[src/rtl/hamming_encoder_stream.sv]
// Byte-stream Hamming(7,4) encoder: low nibble then high nibble, registered valid/ready
// output, one-shot single-bit error injection and a wrapping codeword counter.
module hamming_encoder_stream #(
  parameter int CNT_W = 16
) (
  input  logic             clk_enc,
  input  logic             rst_enc,
  input  logic [7:0]       in_byte,
  input  logic             in_valid,
  output logic             in_ready,
  output logic [1:7]       out_code,
  output logic             out_valid,
  input  logic             out_ready,
  input  logic             inj_arm,
  input  logic [2:0]       inj_pos,
  output logic             inj_pending,
  output logic [CNT_W-1:0] cw_count
);

  typedef enum logic [1:0] {IDLE, LO, HI} state_t;

  state_t           state_q, state_d;
  logic [7:0]       byte_q, byte_d;
  logic [1:7]       code_q, code_d;
  logic             valid_q, valid_d;
  logic             pend_q, pend_d;
  logic [2:0]       ipos_q, ipos_d;
  logic [CNT_W-1:0] cnt_q, cnt_d;

  logic             load;
  logic [3:0]       nib;
  logic [1:7]       flip_mask;

  // Codeword order p1 p2 d1 p4 d2 d3 d4, with d1 the nibble MSB.
  function automatic logic [1:7] enc(input logic [3:0] n);
    logic d1, d2, d3, d4;
    d1 = n[3];
    d2 = n[2];
    d3 = n[1];
    d4 = n[0];
    return {d1 ^ d2 ^ d4, d1 ^ d3 ^ d4, d1, d2 ^ d3 ^ d4, d2, d3, d4};
  endfunction

  always_comb begin
    flip_mask = '0;
    for (int i = 1; i <= 7; i++) flip_mask[i] = (ipos_q == 3'(i));
  end

  always_comb begin
    in_ready = 1'b0;
    case (state_q)
      IDLE:    in_ready = 1'b1;
      HI:      in_ready = out_ready;
      default: in_ready = 1'b0;
    endcase
    if (!rst_enc) in_ready = 1'b0;
  end

  always_comb begin
    state_d = state_q;
    byte_d  = byte_q;
    load    = 1'b0;
    nib     = in_byte[3:0];
    case (state_q)
      IDLE: if (in_valid) begin
        byte_d  = in_byte;
        load    = 1'b1;
        state_d = LO;
      end
      LO: if (out_ready) begin
        load    = 1'b1;
        nib     = byte_q[7:4];
        state_d = HI;
      end
      HI: if (out_ready) begin
        if (in_valid) begin
          byte_d  = in_byte;
          load    = 1'b1;
          state_d = LO;
        end else begin
          state_d = IDLE;
        end
      end
      default: state_d = IDLE;
    endcase
    valid_d = (state_d != IDLE);

    // An arm in the same cycle as a load only affects the following load.
    pend_d = pend_q;
    ipos_d = ipos_q;
    code_d = code_q;
    if (load) code_d = enc(nib);
    if (inj_arm) begin
      pend_d = (inj_pos != 3'd0);
      ipos_d = inj_pos;
    end else if (load && pend_q) begin
      code_d = enc(nib) ^ flip_mask;
      pend_d = 1'b0;
      ipos_d = 3'd0;
    end

    cnt_d = cnt_q;
    if (valid_q && out_ready) cnt_d = cnt_q + 1'b1;
  end

  always_ff @(posedge clk_enc) begin
    if (!rst_enc) begin
      state_q <= IDLE;
      byte_q  <= '0;
      code_q  <= '0;
      valid_q <= 1'b0;
      pend_q  <= 1'b0;
      ipos_q  <= '0;
      cnt_q   <= '0;
    end else begin
      state_q <= state_d;
      byte_q  <= byte_d;
      code_q  <= code_d;
      valid_q <= valid_d;
      pend_q  <= pend_d;
      ipos_q  <= ipos_d;
      cnt_q   <= cnt_d;
    end
  end

  assign out_code    = code_q;
  assign out_valid   = valid_q;
  assign inj_pending = pend_q;
  assign cw_count    = cnt_q;

endmodule

[config.mk]
export PLATFORM = sky130hd
export DESIGN_NAME = hamming_encoder_stream
export DESIGN_NICKNAME = d
export VERILOG_FILES = /design/src/rtl/hamming_encoder_stream.sv
export SDC_FILE = /design/constraint.sdc
export NUM_CORES = 1
export LEC_CHECK = 0
export CAP_MARGIN = 20
export CORE_MARGIN = 2
export CORE_UTILIZATION = 25
export CTS_CLUSTER_DIAMETER = 40
export DETAILED_ROUTE_END_ITERATION = 8
export GPL_TIMING_DRIVEN = 0
export SLEW_MARGIN = 10
export SYNTH_ARGS = -nofsm -noshare
export SYNTH_HDL_FRONTEND = slang
export SYNTH_SLANG_ARGS = --single-unit
export TNS_END_PERCENT = 30
[constraint.sdc]
create_clock -name clk_enc -period 2.1 [get_ports clk_enc]
set_input_delay 0.42 -clock clk_enc [delete_from_list [all_inputs] [get_ports clk_enc]]
set_output_delay 0.42 -clock clk_enc [all_outputs]
set_load 0.02 [all_outputs]
**Word-level counts from Yosys, hierarchy flattened**

Cells that the tools add are included.

- Input port bits: 16
- Flip-flop bits (word level): 38
- Output and inout port bits: 26
- Word-level logic and storage cells: 56

- Equality and inequality tests: 10
- Reduce and logical (&&, ||, !) cells: 8
- Bitwise gates (word level): 7
- Mux-type cells: 23
- $add $sub $neg: 1

Operators with widths:

| cell | count |
|---|---|
| two-way mux 7 bit | 3 |
| adder 16 x 1 -> 16 bit, second input constant | 1 |
| two-way mux 8 bit | 2 |
| case mux 8 bit (2 select lines) | 1 |
| equality test 3 bit, second input constant | 4 |
| two-way mux 4 bit | 2 |
| two-way mux 1 bit | 7 |
| bitwise XOR 7 bit | 1 |
| equality test 3 x 2 -> 1 bit, second input constant | 2 |
| two-way mux 2 bit | 3 |
| two-way mux 3 bit | 2 |
| case mux 2 bit (3 select lines) | 1 |
| nonzero test 2 bit | 3 |
| bitwise XOR 1 bit | 6 |
| equality test 3 x 1 -> 1 bit, second input constant | 1 |
| case mux 1 bit (3 select lines) | 1 |
| nonzero test 3 bit | 1 |
| equality test 2 x 1 -> 1 bit, second input constant | 1 |
| equality test 2 bit, second input constant | 1 |
| logical AND 1 bit | 2 |
| zero test 2 bit | 1 |
| inequality test 2 bit, second input constant | 1 |
| case mux 1 bit (2 select lines) | 1 |
| AND reduction 2 bit | 1 |

**Longest topological paths before layout**

- Depth after elaboration: 7
- Depth in mapped cells: 7

**Worst setup path after synthesis**

Ideal clock, no wire load.

- Path kind: flip-flop to flip-flop
- From: reg cnt_q[3], in the netlist cw_count[3]
- To: reg cnt_q[14], in the netlist cw_count[14]
- Period minus slack after synthesis: 1.588 ns
- Buffers on the path: 0
- Stages on the path, launching flop included: 6
- Slack: 0.512 ns
- Arrival time: 1.473 ns
- Data required time: 1.985 ns
- Library setup time: 0.115 ns
- Cell sequence: dfxtp_1 and4_4 nand4_4 nor4_2 xor2_1 and2_1

- Longest elaborated chain between the ends: 1

Ends and longest elaborated chain:

| what | RTL line | source |
|---|---|---|
| from (decl) | 28 | `logic [CNT_W-1:0] cnt_q, cnt_d;` |
| from (signal assigned) | 122 | `cnt_q <= cnt_d;` |
| adder 16 x 1 -> 16 bit | 103 | `if (valid_q && out_ready) cnt_d = cnt_q + 1'b1;` |

Every way passes these cells.
A chain may end at the register's enable or synchronous reset.

**Worst setup path in the final report**

- From: in out_ready
- To: reg cnt_q[13], in the netlist cw_count[13]

- Longest elaborated chain between the ends: 1

Ends and longest elaborated chain:

| what | RTL line | source |
|---|---|---|
| from (decl) | 13 | `input logic out_ready,` |
| logical AND 1 bit | 103 |  |

Every way passes these cells.

==> run summary <==
Vias per std cell - 4.15
Share of the clock period used by the worst path after layout - 91.8%
Clock tree skew after final layout - 0.00709 ns
Adder and majority gate portion of the synthesized area - 0.683%
Final hold violations - 0
Max IR drop VDD - 0.259 mV
Number of setup buffers added after CTS - 0
Final setup TNS - 0 ns
Synthesized-area fraction occupied by xor and xnor cells - 14.4%
Routed wire length per instance - 11.5 microns
End-of-flow core utilization - 34.3%
Die Width - 89.6 microns
Net count, final - 248
Die Span Y - 89.6 microns
Clock transition at the registers of the reported paths - 0.07 ns
Post-synthesis cell area - 0.00183 sq mm
Number of synthesized flops with an enable pin - 0
DRC viols - 0
Class of the most critical hold timing path - primary input to flop
Maximum number of pins on one net before global-route repair - 12
First-pass GRT wire length - 5.98 mm
Multiplexer area fraction after synthesis - 10.5%
Most prevalent standard cell on the critical path - sky130_fd_sc_hd__and2_1
Global-route total usage across every layer - 9.78%
Clock tree from TritonCTS - yes
Htree depth - 2
Max-cap violations - 0
Drt total wl - 3.81 mm
Design Area, Final - 0.00246 sq mm
Static Leak - 0.953 nW
Number of antenna violations at the first check in global routing - 0
Tightest Pin Transition - 0.440 ns
Main combinational cell family by area after synthesis - simple AND/OR/NAND/NOR gates
Latest clock arrival within the worst-skew pair - 0.28 ns
Crit-path cells - clkdlybuf4s50_1 > and2_1 > buf_4 > nand4_4 > nor4_2 > xor2_1 > and2_1
Worst max-slew margin expressed relative to the limit - 70.7%
Post-detailed-route count of antenna-violating nets - 0
Final weighted congestion in routability-driven placement - 0.730
Initial drt markers - 20
Shortest period the worst path allows - 1.93 ns
Remaining global-route overflow - 0
Worst-path cell with the longest stage delay - sky130_fd_sc_hd__clkdlybuf4s50_1
Unrepaired setup endpoints after global routing - no
Number of hold-repair buffers added at the cts stage - 0
Initial Util - 25.5%
Netlist cell types - 39
Via count of the first global-routing pass - 1281
Worst EP arrival - 2.11 ns
Warnings, synthesis - 0
Total power consumption of the routed design - 1.57 mW
Biggest area consumer among synthesized cells - sky130_fd_sc_hd__dfxtp_1
Synthesized-area fraction occupied by ao, oa, aoi and oai cells - 6.22%
Syn Nets - 201
Simple-Gate Fraction of Synth Area - 27.9%
Top-level I/O count - 42
Non-filler instance count after layout - 331
Per-instance average area after synthesis - 9.96 sq um
Synth top area cells - sky130_fd_sc_hd__dfxtp_1 37%, sky130_fd_sc_hd__mux2i_1 9.3%, sky130_fd_sc_hd__xnor2_1 9.1%
Main flop type after synthesis - sky130_fd_sc_hd__dfxtp_1
Area of placed instances - 0.00236 sq mm
Total of fill cells in the finished design - 733
Cell count after placement - 323
Count of clock tree sinks - 34
Share of synthesized registers carrying an async set or reset - 0%
Status - completed
Flip-flop and latch area - 681 sq um
Critical path data required time - 2.28 ns
Synthesized instance count - 184
Number of flip-flops and latches in the synthesized netlist - 34
Sort of element at the end of the critical path - flop
Element type at the critical path start - primary input
Commonest cells post-synth - 34 x sky130_fd_sc_hd__dfxtp_1, 19 x sky130_fd_sc_hd__xnor2_1, 17 x sky130_fd_sc_hd__mux2i_1, 14 x sky130_fd_sc_hd__and2_1
CTS Root Buffer Type - sky130_fd_sc_hd__clkbuf_8
Port Buffers - 40
Yosys top cell area share - 37.2%
Area of the core - 0.00718 sq mm
Largest fanout on the critical path - 9
Power density over cell area - 637 mW/mm^2
Routed vias - 1373
Number of buffers created by CTS - 5
Iteration count of the initial detailed-routing pass - 4
Area taken by multi-input logic gates - 0.00109 sq mm
Overall die area - 0.00803 sq mm
Cell with the most instances after synthesis - sky130_fd_sc_hd__dfxtp_1
Slowest Stage Delay on Critical Path - 0.57 ns
Sequential fraction of the synthesis area - 37.2%
Category of the most critical setup path - primary input to flop
Highest achievable clock rate - 519 MHz
Site row count - 31
# setup viols final - 0
Number of buffers on the longest clock path - 2
Antenna cells - 0
Number of pins exceeding their max-slew limit in the final report - 0
Synthesis-to-layout area growth - 34.3%
Share of post-route cells with drive strength above 1 - 11.2%
HPWL reported at the end of detailed placement - 2.87 mm
[worst paths after layout]
path	start	cells past startpoint	slack, ns	endpoint
hold / removal	inj_arm	3	0.46	ipos_q[1]$_SDFFE_PN0P_
setup / recovery	out_ready	7	0.17	cw_count[13]$_SDFFE_PN0P_
hold reg to reg	ipos_q[0]$_SDFFE_PN0P_	2	0.51	ipos_q[0]$_SDFFE_PN0P_
setup reg to reg	state_q[0]$_SDFF_PN0_	7	0.48	ipos_q[2]$_SDFFE_PN0P_
[stage by stage]
stage               hold WS (ns)  setup WS [ns]
finish                     0.461          0.171
global route               0.483         0.0691
CTS                        0.459         0.0405
detailed placement         0.506         -0.231
global placement           0.492         -0.231
floorplan                  0.476          0.512
[logic make-up (layout without fill, tap and decap cells)]
group	count (synthesis)	in the layout
AND/OR/NAND/NOR	74	74
AO/OA/AOI/OAI	18	18
flip-flops	34	34
buffers and inverters	12	60
multiplexers	18	18
XOR/XNOR	27	27
adder cells (fa/ha/maj)	1	1
[per-layer routing]
layer,global-route usage (%),vias up,wire (microns)
li1,-,725,-
met1,13.5,618,1970
met2,13.9,30,1610
met3,3.20,0,225
met4,4.07,0,0
met5,0,-,0
[power breakdown]
part | switching (mW) | leakage (nW) | internal (mW) | total, mW
logic | 0.129 | 0.617 | 0.150 | 0.279
clock network | 0.240 | 0.0579 | 0.349 | 0.589
registers | 0.0227 | 0.278 | 0.677 | 0.699
[timing repair]
| action | in CTS | in global routing |
|---|---|---|
| gates resized for setup | 1 | 2 |
| setup endpoints to repair | 1 | 1 |
| hold endpoints to repair | 0 | 0 |
[critical path, delay by kind of cell]
kind	cells	cell delay, ns
buf+inv	2	0.74
simple gates	4	0.85
xor+xnor	1	0.09
[sequential cells by signal, summed over array words and instances (netlist names)]
signal       count
byte_q           4
cw_count        16
inj_pending      1
ipos_q           3
out_code         7
out_valid        1
state_q          2
[area by class of cell]
class                           count  share of cell area (%)
Multi-Input combinational cell    138                    44.5
Sequential cell                    34                    27.7
Timing Repair Buffer               40                    16.1
Tap cell                           99                    5.04
Clock buffer                        5                    2.80
Buffer                             10                    2.03
Clock inverter                      3                    1.63
Inverter                            2                   0.305
[layout by cell type, fill, tap and decap left out, drive strengths merged, types with 2 or more instances in the layout]
master          n
a21boi          6
a21oi           2
and2           14
buf             6
clkbuf         10
clkdlybuf4s50  39
clkinv          2
dfxtp          34
inv             2
mux2i          18
nand2          10
nand2b          3
nand3           4
nand3b          6
nand4           4
nor2            6
nor2b          10
nor3            2
nor3b           3
nor4            4
o21ai           7
or3             3
xnor2          19
xnor3           2
xor2            6
Note: power is estimated with default switching activity, not from simulation.
